**config.mk**
```make
export PLATFORM = sky130hd
export DESIGN_NAME = counter_cmd_arbiter_flat
export DESIGN_NICKNAME = d
export VERILOG_FILES = /design/src/rtl/counter_cmd_arbiter_if.sv /design/src/rtl/counter_cmd_arbiter.sv /design/src/flat_wrapper.sv
export SDC_FILE = /design/constraint.sdc
export NUM_CORES = 1
export LEC_CHECK = 0
export CAP_MARGIN = 20
export CORE_MARGIN = 2
export CORE_UTILIZATION = 52
export DETAILED_ROUTE_END_ITERATION = 6
export PLACE_DENSITY = 0.89
export SLEW_MARGIN = 20
export SYNTH_ARGS = -nofsm -noshare
export SYNTH_HDL_FRONTEND = slang
export SYNTH_SLANG_ARGS = --single-unit
```
**constraint.sdc**
```tcl
create_clock -name clk -period 4.3 [get_ports clk]
set_input_delay 0.86 -clock clk [delete_from_list [all_inputs] [get_ports clk]]
set_output_delay 0.86 -clock clk [all_outputs]
set_load 0.02 [all_outputs]
```
**src/rtl/counter_cmd_arbiter_if.sv**
```systemverilog
// Command bus between two requesters, the counter datapath and counter_cmd_arbiter.
// The master side drives requests and datapath status; the slave (arbiter) drives grants and strobes.
interface counter_cmd_arbiter_if #(
  parameter int NW = 4
);
  logic          req0;
  logic          req1;
  logic [1:0]    cmd0;
  logic [1:0]    cmd1;
  logic [NW-1:0] n0;
  logic [NW-1:0] n1;
  logic          z;
  logic          m;
  logic          gnt0;
  logic          gnt1;
  logic          done0;
  logic          done1;
  logic          sat;
  logic          busy;
  logic          op;
  logic          c_clr;
  logic          c_ld;

  modport master (
    output req0, req1, cmd0, cmd1, n0, n1, z, m,
    input  gnt0, gnt1, done0, done1, sat, busy, op, c_clr, c_ld
  );

  modport slave (
    input  req0, req1, cmd0, cmd1, n0, n1, z, m,
    output gnt0, gnt1, done0, done1, sat, busy, op, c_clr, c_ld
  );
endinterface

```
**src/rtl/counter_cmd_arbiter.sv**
```systemverilog
// Round-robin arbiter that sequences INC/DEC/CLR commands from two requesters onto the counter datapath.
// Define ARB_FIXED_PRIO_EN to make requester 0 always win simultaneous requests.
module counter_cmd_arbiter #(
  parameter int NW  = 4,
  parameter int GAP = 2
) (
  input logic                   clk,
  input logic                   reset,
  counter_cmd_arbiter_if.slave  bus
);

  localparam logic [2:0] ST_IDLE  = 3'd0;
  localparam logic [2:0] ST_GRANT = 3'd1;
  localparam logic [2:0] ST_STEP  = 3'd2;
  localparam logic [2:0] ST_WAIT  = 3'd3;
  localparam logic [2:0] ST_DONE  = 3'd4;

  localparam logic [1:0] CMD_NOP = 2'b00;
  localparam logic [1:0] CMD_INC = 2'b01;
  localparam logic [1:0] CMD_DEC = 2'b10;
  localparam logic [1:0] CMD_CLR = 2'b11;

  localparam logic [3:0] GAP_LAST = (GAP > 0) ? 4'(GAP - 1) : 4'd0;

  logic [2:0]    state_q, state_d;
  logic [1:0]    cmd_q,   cmd_d;
  logic [NW-1:0] rem_q,   rem_d;
  logic          id_q,    id_d;
  logic          sat_q,   sat_d;
  logic [3:0]    gap_q,   gap_d;
`ifndef ARB_FIXED_PRIO_EN
  logic          ptr_q,   ptr_d;
`endif

  logic win_id;
  logic hit_limit;
  logic is_step;
  logic is_count_cmd;

`ifdef ARB_FIXED_PRIO_EN
  assign win_id = ~bus.req0;
`else
  assign win_id = (bus.req0 && bus.req1) ? ptr_q : bus.req1;
`endif

  assign is_count_cmd = (cmd_q == CMD_INC) || (cmd_q == CMD_DEC);
  assign hit_limit    = ((cmd_q == CMD_INC) && bus.m) || ((cmd_q == CMD_DEC) && bus.z);
  assign is_step      = (state_q == ST_STEP);

  always_comb begin
    // NOTE: every next-state signal gets a default first so no latch is inferred.
    state_d = state_q;
    cmd_d   = cmd_q;
    rem_d   = rem_q;
    id_d    = id_q;
    sat_d   = sat_q;
    gap_d   = gap_q;
`ifndef ARB_FIXED_PRIO_EN
    ptr_d   = ptr_q;
`endif

    case (state_q)
      ST_IDLE: begin
        if (bus.req0 || bus.req1) begin
          cmd_d   = win_id ? bus.cmd1 : bus.cmd0;
          rem_d   = win_id ? bus.n1   : bus.n0;
          id_d    = win_id;
          sat_d   = 1'b0;
          state_d = ST_GRANT;
        end
      end

      ST_GRANT: begin
`ifndef ARB_FIXED_PRIO_EN
        ptr_d = ~id_q;
`endif
        if ((cmd_q == CMD_NOP) || (is_count_cmd && (rem_q == '0))) begin
          state_d = ST_DONE;
        end else begin
          state_d = ST_STEP;
        end
      end

      ST_STEP: begin
        if (cmd_q == CMD_CLR) begin
          state_d = ST_DONE;
        end else if (hit_limit) begin
          sat_d   = 1'b1;
          state_d = ST_DONE;
        end else begin
          rem_d = rem_q - NW'(1);
          if (rem_q == NW'(1)) begin
            state_d = ST_DONE;
          end else if (GAP > 0) begin
            gap_d   = GAP_LAST;
            state_d = ST_WAIT;
          end else begin
            state_d = ST_STEP;
          end
        end
      end

      ST_WAIT: begin
        if (gap_q == 4'd0) begin
          state_d = ST_STEP;
        end else begin
          gap_d = gap_q - 4'd1;
        end
      end

      ST_DONE: state_d = ST_IDLE;

      default: state_d = ST_IDLE;
    endcase
  end

  always_ff @(posedge clk or posedge reset) begin
    if (reset) begin
      state_q <= ST_IDLE;
      cmd_q   <= CMD_NOP;
      rem_q   <= '0;
      id_q    <= 1'b0;
      sat_q   <= 1'b0;
      gap_q   <= 4'd0;
`ifndef ARB_FIXED_PRIO_EN
      ptr_q   <= 1'b0;
`endif
    end else begin
      // NOTE: state flops use <= so every register updates together at the edge.
      state_q <= state_d;
      cmd_q   <= cmd_d;
      rem_q   <= rem_d;
      id_q    <= id_d;
      sat_q   <= sat_d;
      gap_q   <= gap_d;
`ifndef ARB_FIXED_PRIO_EN
      ptr_q   <= ptr_d;
`endif
    end
  end

  assign bus.gnt0  = (state_q == ST_GRANT) && !id_q;
  assign bus.gnt1  = (state_q == ST_GRANT) &&  id_q;
  assign bus.done0 = (state_q == ST_DONE)  && !id_q;
  assign bus.done1 = (state_q == ST_DONE)  &&  id_q;
  assign bus.sat   = (state_q == ST_DONE)  &&  sat_q;
  assign bus.busy  = (state_q != ST_IDLE);

  // z/m qualify the load inside the STEP cycle itself so that GAP=0 still acts on fresh status.
  assign bus.c_ld  = is_step && is_count_cmd && !hit_limit;
  assign bus.c_clr = is_step && (cmd_q == CMD_CLR);
  assign bus.op    = bus.c_ld && (cmd_q == CMD_DEC);

endmodule

```
**src/flat_wrapper.sv**
```systemverilog
// flat-port wrapper written by rule: the top's interface ports become plain ports
module counter_cmd_arbiter_flat 
#(
  parameter int NW  = 4,
  parameter int GAP = 2
)
  (clk, reset, bus_req0, bus_req1, bus_cmd0, bus_cmd1, bus_n0, bus_n1, bus_z, bus_m, bus_gnt0, bus_gnt1, bus_done0, bus_done1, bus_sat, bus_busy, bus_op, bus_c_clr, bus_c_ld);
  counter_cmd_arbiter_if #(.NW(NW)) bus_i ();
  input logic clk;
  input logic reset;
  input wire logic [$bits(bus_i.req0)-1:0] bus_req0;
  input wire logic [$bits(bus_i.req1)-1:0] bus_req1;
  input wire logic [$bits(bus_i.cmd0)-1:0] bus_cmd0;
  input wire logic [$bits(bus_i.cmd1)-1:0] bus_cmd1;
  input wire logic [$bits(bus_i.n0)-1:0] bus_n0;
  input wire logic [$bits(bus_i.n1)-1:0] bus_n1;
  input wire logic [$bits(bus_i.z)-1:0] bus_z;
  input wire logic [$bits(bus_i.m)-1:0] bus_m;
  output wire logic [$bits(bus_i.gnt0)-1:0] bus_gnt0;
  output wire logic [$bits(bus_i.gnt1)-1:0] bus_gnt1;
  output wire logic [$bits(bus_i.done0)-1:0] bus_done0;
  output wire logic [$bits(bus_i.done1)-1:0] bus_done1;
  output wire logic [$bits(bus_i.sat)-1:0] bus_sat;
  output wire logic [$bits(bus_i.busy)-1:0] bus_busy;
  output wire logic [$bits(bus_i.op)-1:0] bus_op;
  output wire logic [$bits(bus_i.c_clr)-1:0] bus_c_clr;
  output wire logic [$bits(bus_i.c_ld)-1:0] bus_c_ld;
  assign bus_i.req0 = bus_req0;
  assign bus_i.req1 = bus_req1;
  assign bus_i.cmd0 = bus_cmd0;
  assign bus_i.cmd1 = bus_cmd1;
  assign bus_i.n0 = bus_n0;
  assign bus_i.n1 = bus_n1;
  assign bus_i.z = bus_z;
  assign bus_i.m = bus_m;
  assign bus_gnt0 = bus_i.gnt0;
  assign bus_gnt1 = bus_i.gnt1;
  assign bus_done0 = bus_i.done0;
  assign bus_done1 = bus_i.done1;
  assign bus_sat = bus_i.sat;
  assign bus_busy = bus_i.busy;
  assign bus_op = bus_i.op;
  assign bus_c_clr = bus_i.c_clr;
  assign bus_c_ld = bus_i.c_ld;
  counter_cmd_arbiter #(.NW(NW), .GAP(GAP)) u_core (.clk(clk), .reset(reset), .bus(bus_i));
endmodule
```
==> impl_metrics.csv <==
group,metric,value,unit
place,port_buffers,26,
cts,clk-insertion-delay-late,290,ps
logic_synthesis,yosys_warnings,0,
floorplanning,floorplan.die.height,49.4,um
run_status,run_status,"finished, final reports clean",
power_and_ir_drop,clock_power_share,8.8,%
detailed_routing,dr.pass1.iters,4,
global_routing,grt_util_all_layers,20.8,%
logic_synthesis,ys_ff_latch,16,
setup_path,crit_slowest_cell,"sky130_fd_sc_hd__clkdlybuf4s50_1",
detailed_routing,wirelength,2200,um
detailed_routing,drt_iter0_markers,14,
detailed_routing,avgRoutedWirePerCell,13.0,um
logic_synthesis,synth-seq-area-share,37.3,%
timing,timing.setup.tns,0,ps
setup_path,flop_to_flop_setup_slack,2450,ps
logic_synthesis,synth.lib_cells_used.distinct,37,
setup_path,crit_path_end_kind,"output pin",
floorplanning,die_width,49.4,um
setup_path,worst_path_most_repeated_cell,"sky130_fd_sc_hd__clkdlybuf4s50_1",
setup_path,critPathMaxFanout,2,
timing,rsz_0062_raised_after_global_routing,"false",
cts,cts_root_buffer,"sky130_fd_sc_hd__clkbuf_4",
cts,cts_inserted_buffers,3,
timing,max_freq,303,MHz
global_routing,grt_antenna_before_repair,0,
setup_path,reg2reg_depth,6,
global_routing,largest_net_degree_at_the_start_of_global_routing,17,
cts,number_of_hold_buffers_added_after_cts,0,
place,dp_hpwl,1690,um
floorplanning,io-pin-count,27,
min_path,hold_path_startpoint,"u_core.sat_q$_DFFE_PP0P_",
power_and_ir_drop,cellInternalPower,0.513,mW
layout,nNetsFinal,170,
logic_synthesis,synth_cells,115,
cts,post_cts_resized,0,
power_and_ir_drop,totalPowerFinal,0.923,mW
setup_path,crit_arrival,2440,ps
detailed_routing,drt_drc_violations_left,0,
cts,clock_sinks,16,
setup_path,crit_chain,"clkdlybuf4s50_1 -> a22oi_1 -> and3_1 -> and2_1 -> clkdlybuf4s50_1",
logic_synthesis,mappedNetlistNets,141,
timing,setup_violations,0,
cts,cts_tree,"done",
cts,clock_tree.buffer_depth,2,
timing,final.period_utilization,76.8,%
setup_path,critical_path.reg2reg.startpoint,"u_core.cmd_q[0]$_DFFE_PP0P_",
setup_path,path_class,"input pin to output pin",
floorplanning,core_area,1960,um2
cts,htreeDepth,1,
min_path,hold_path_depth,1,
layout,num-fill-cells,171,
power_and_ir_drop,swShare,44.4,%
run,max-cap-violations,0,
detailed_routing,detail_route.vias_per_cell,5.49,
timing,period_needed,3300,ps
min_path,holdCritPathClass,"register to register",
timing,tightestPinTransition,596,ps
detailed_routing,vias,928,
power_and_ir_drop,net_load_switching_power,0.410,mW
power_and_ir_drop,vdd_ir_drop_max,368,uV
place,replace_congestion,0.805,
setup_path,rr_endpoint,"u_core.rem_q[0]$_DFFE_PP0P_",
power_and_ir_drop,cellLeakagePower,0.605,nW
global_routing,grt_remaining_overflow,0,
logic_synthesis,postSynthAreaPerCell,9.34,um2
cts,setup_repair_bufs_after_cts,0,
global_routing,first_pass_grt_wire_length,3840,um
layout,share_of_post_route_cells_with_drive_strength_above_1,8.45,%
floorplanning,initial_utilization,54.7,%
detailed_routing,antenna_violating_nets_left,0,
setup_path,critical_path_required,3440,ps
global_routing,first_global_vias,902,
setup_path,timing.critical_path.from,"bus_z",
min_path,worst_hold_path.endpoint,"u_core.sat_q$_DFFE_PP0P_",
layout,number_of_inserted_diodes,0,
timing,relSlewSlack,60.2,%
cts,clkSlewWorstSetupHoldPaths,90,ps
setup_path,critical-path-max-stage-delay,590,ps
logic_synthesis,mapped_cell_area,1070,um2
power_and_ir_drop,share_of_power_burned_in_registers,32.8,%
power_and_ir_drop,power_per_cell_area,673,nW/um2
timing,drv_slew,0,
layout,areaGrowthSynthToFinish,27.6,%
setup_path,critical_path.startpoint_type,"input pin",
timing,hold_viol,0,
timing,clock-skew-final,2.47,ps
floorplanning,rows,16,
power_and_ir_drop,comb_pwr_share,58.5,%
floorplanning,design.die.area,2440,um2
critical path, delay by kind of cell:
| kind | cells | cell delay [ps] |
|---|---|---|
| AO/OA/AOI/OAI | 1 | 230 |
| buffers and inverters | 2 | 1020 |
| AND/OR/NAND/NOR | 2 | 330 |
placed cells by master (no fill, tap or decap), drive strengths merged, types with 2 or more instances in the layout:
cell           count
nor3               4
nor2              10
nand2b             7
clkbuf             3
o2bb2ai            2
and2               3
inv                8
and3               3
a21oi              6
nand3              2
clkdlybuf4s50     26
a21boi             2
o21ai              8
ha                 8
o22ai              2
a31o               3
nand2              8
o31ai              2
nor3b              2
dfrtp             16
mux2i              4
worst max path at each step:
stage,to,cells after the start
2_1_floorplan,bus_op,3
3_3_place_gp,bus_op,5
3_5_place_dp,bus_op,5
4_1_cts,bus_op,5
5_1_grt,bus_op,5
6_report,bus_op,5
kinds of logic after synthesis:
| group | Yosys count | synth area share [%] |
|---|---|---|
| buffers and inverters | 11 | 5.36 |
| xor gates and xnor gates | 1 | 0.816 |
| DFF | 16 | 37.3 |
| adders and majority gates | 8 | 9.32 |
| AOI/OAI and AO/OA | 33 | 22.3 |
| muxes | 4 | 3.73 |
| and+or+nand+nor | 42 | 21.2 |
final cells by class:
class | instances | area (um2) | area share (%)
Sequential cell | 16 | 400 | 29.2
Timing Repair Buffer | 27 | 268 | 19.5
Tap cell | 27 | 33.8 | 2.47
Clock buffer | 3 | 22.5 | 1.64
Multi-Input combinational cell | 88 | 616 | 44.9
Inverter | 8 | 30.0 | 2.19
power groups by stage:
stage               clock (mW)  combinational, mW  sequential [mW]
floorplan                    0              0.429            0.278
global placement             0              0.515            0.298
detailed placement           0              0.534            0.304
CTS                     0.0816              0.541            0.302
global route            0.0880              0.602            0.316
finish                  0.0807              0.539            0.302
synth_stat cells:
| cell | number | area share (%) |
|---|---|---|
| sky130_fd_sc_hd__mux2i_1 | 4 | 3.7 |
| sky130_fd_sc_hd__nand2_1 | 8 | 2.8 |
| sky130_fd_sc_hd__a211o_1 | 1 | 0.82 |
| sky130_fd_sc_hd__nor2_1 | 10 | 3.5 |
| sky130_fd_sc_hd__a22o_1 | 1 | 0.82 |
| sky130_fd_sc_hd__a22oi_1 | 1 | 0.70 |
| sky130_fd_sc_hd__o22ai_1 | 1 | 0.58 |
| sky130_fd_sc_hd__o21ai_0 | 5 | 2.3 |
| sky130_fd_sc_hd__and2_1 | 3 | 1.7 |
| sky130_fd_sc_hd__o21ai_1 | 3 | 1.4 |
| sky130_fd_sc_hd__nand3_1 | 2 | 0.93 |
| sky130_fd_sc_hd__ha_1 | 8 | 9.3 |
| sky130_fd_sc_hd__o22ai_4 | 1 | 1.9 |
| sky130_fd_sc_hd__o2bb2ai_1 | 2 | 1.6 |
| sky130_fd_sc_hd__buf_2 | 1 | 0.47 |
| sky130_fd_sc_hd__nor3b_2 | 1 | 1.2 |
| sky130_fd_sc_hd__o31ai_1 | 1 | 0.70 |
| sky130_fd_sc_hd__a31o_2 | 3 | 2.4 |
| sky130_fd_sc_hd__or2_1 | 1 | 0.58 |
| sky130_fd_sc_hd__xnor2_1 | 1 | 0.82 |
| sky130_fd_sc_hd__buf_6 | 2 | 2.1 |
| sky130_fd_sc_hd__or3_4 | 1 | 1.0 |
| sky130_fd_sc_hd__a21oi_1 | 6 | 2.8 |
| sky130_fd_sc_hd__a31oi_1 | 1 | 0.58 |
| sky130_fd_sc_hd__nor3b_1 | 1 | 0.70 |
| sky130_fd_sc_hd__nor3_1 | 4 | 1.9 |
| sky130_fd_sc_hd__or3b_4 | 1 | 1.0 |
| sky130_fd_sc_hd__o21a_1 | 1 | 0.70 |
| sky130_fd_sc_hd__inv_1 | 8 | 2.8 |
| sky130_fd_sc_hd__o211ai_1 | 1 | 0.70 |
| sky130_fd_sc_hd__a21o_1 | 1 | 0.70 |
| sky130_fd_sc_hd__dfrtp_1 | 16 | 37 |
| sky130_fd_sc_hd__a21boi_0 | 2 | 1.4 |
| sky130_fd_sc_hd__and3_1 | 3 | 1.7 |
| sky130_fd_sc_hd__o31ai_2 | 1 | 1.2 |
| sky130_fd_sc_hd__a221o_1 | 1 | 0.93 |
| sky130_fd_sc_hd__nand2b_1 | 7 | 4.1 |
stage by stage:
| stage | cell area (um2) | util (%) | hold WS, ps | instances | setup slack [ps] |
|---|---|---|---|---|---|
| after floorplan | 1070 | - | 456 | 115 | 1830 |
| after global placement | 1350 | 68.7 | 475 | 166 | 1060 |
| after detailed placement | 1350 | 68.7 | 488 | 166 | 1010 |
| after CTS | 1370 | 69.8 | 506 | 169 | 1010 |
| after global routing | 1370 | 69.8 | 536 | 169 | 946 |
| final | 1370 | 69.8 | 501 | 169 | 996 |
flip-flops by register name (all words and copies together) (netlist names):
name,flops
u_core.gap_q,4
u_core.rem_q,4
u_core.state_q,3
u_core.cmd_q,2
u_core.id_q,1
u_core.ptr_q,1
u_core.sat_q,1
layer usage:
layer  GRT usage, %  share of wire [%]  vias up
met5              0                  0        -
met4           9.72                1.4        0
met3           3.37                3.2        3
met2           38.7                 54       22
met1           22.7                 42      440
li1               -                  -      463
(Power assumes the default switching activity.)
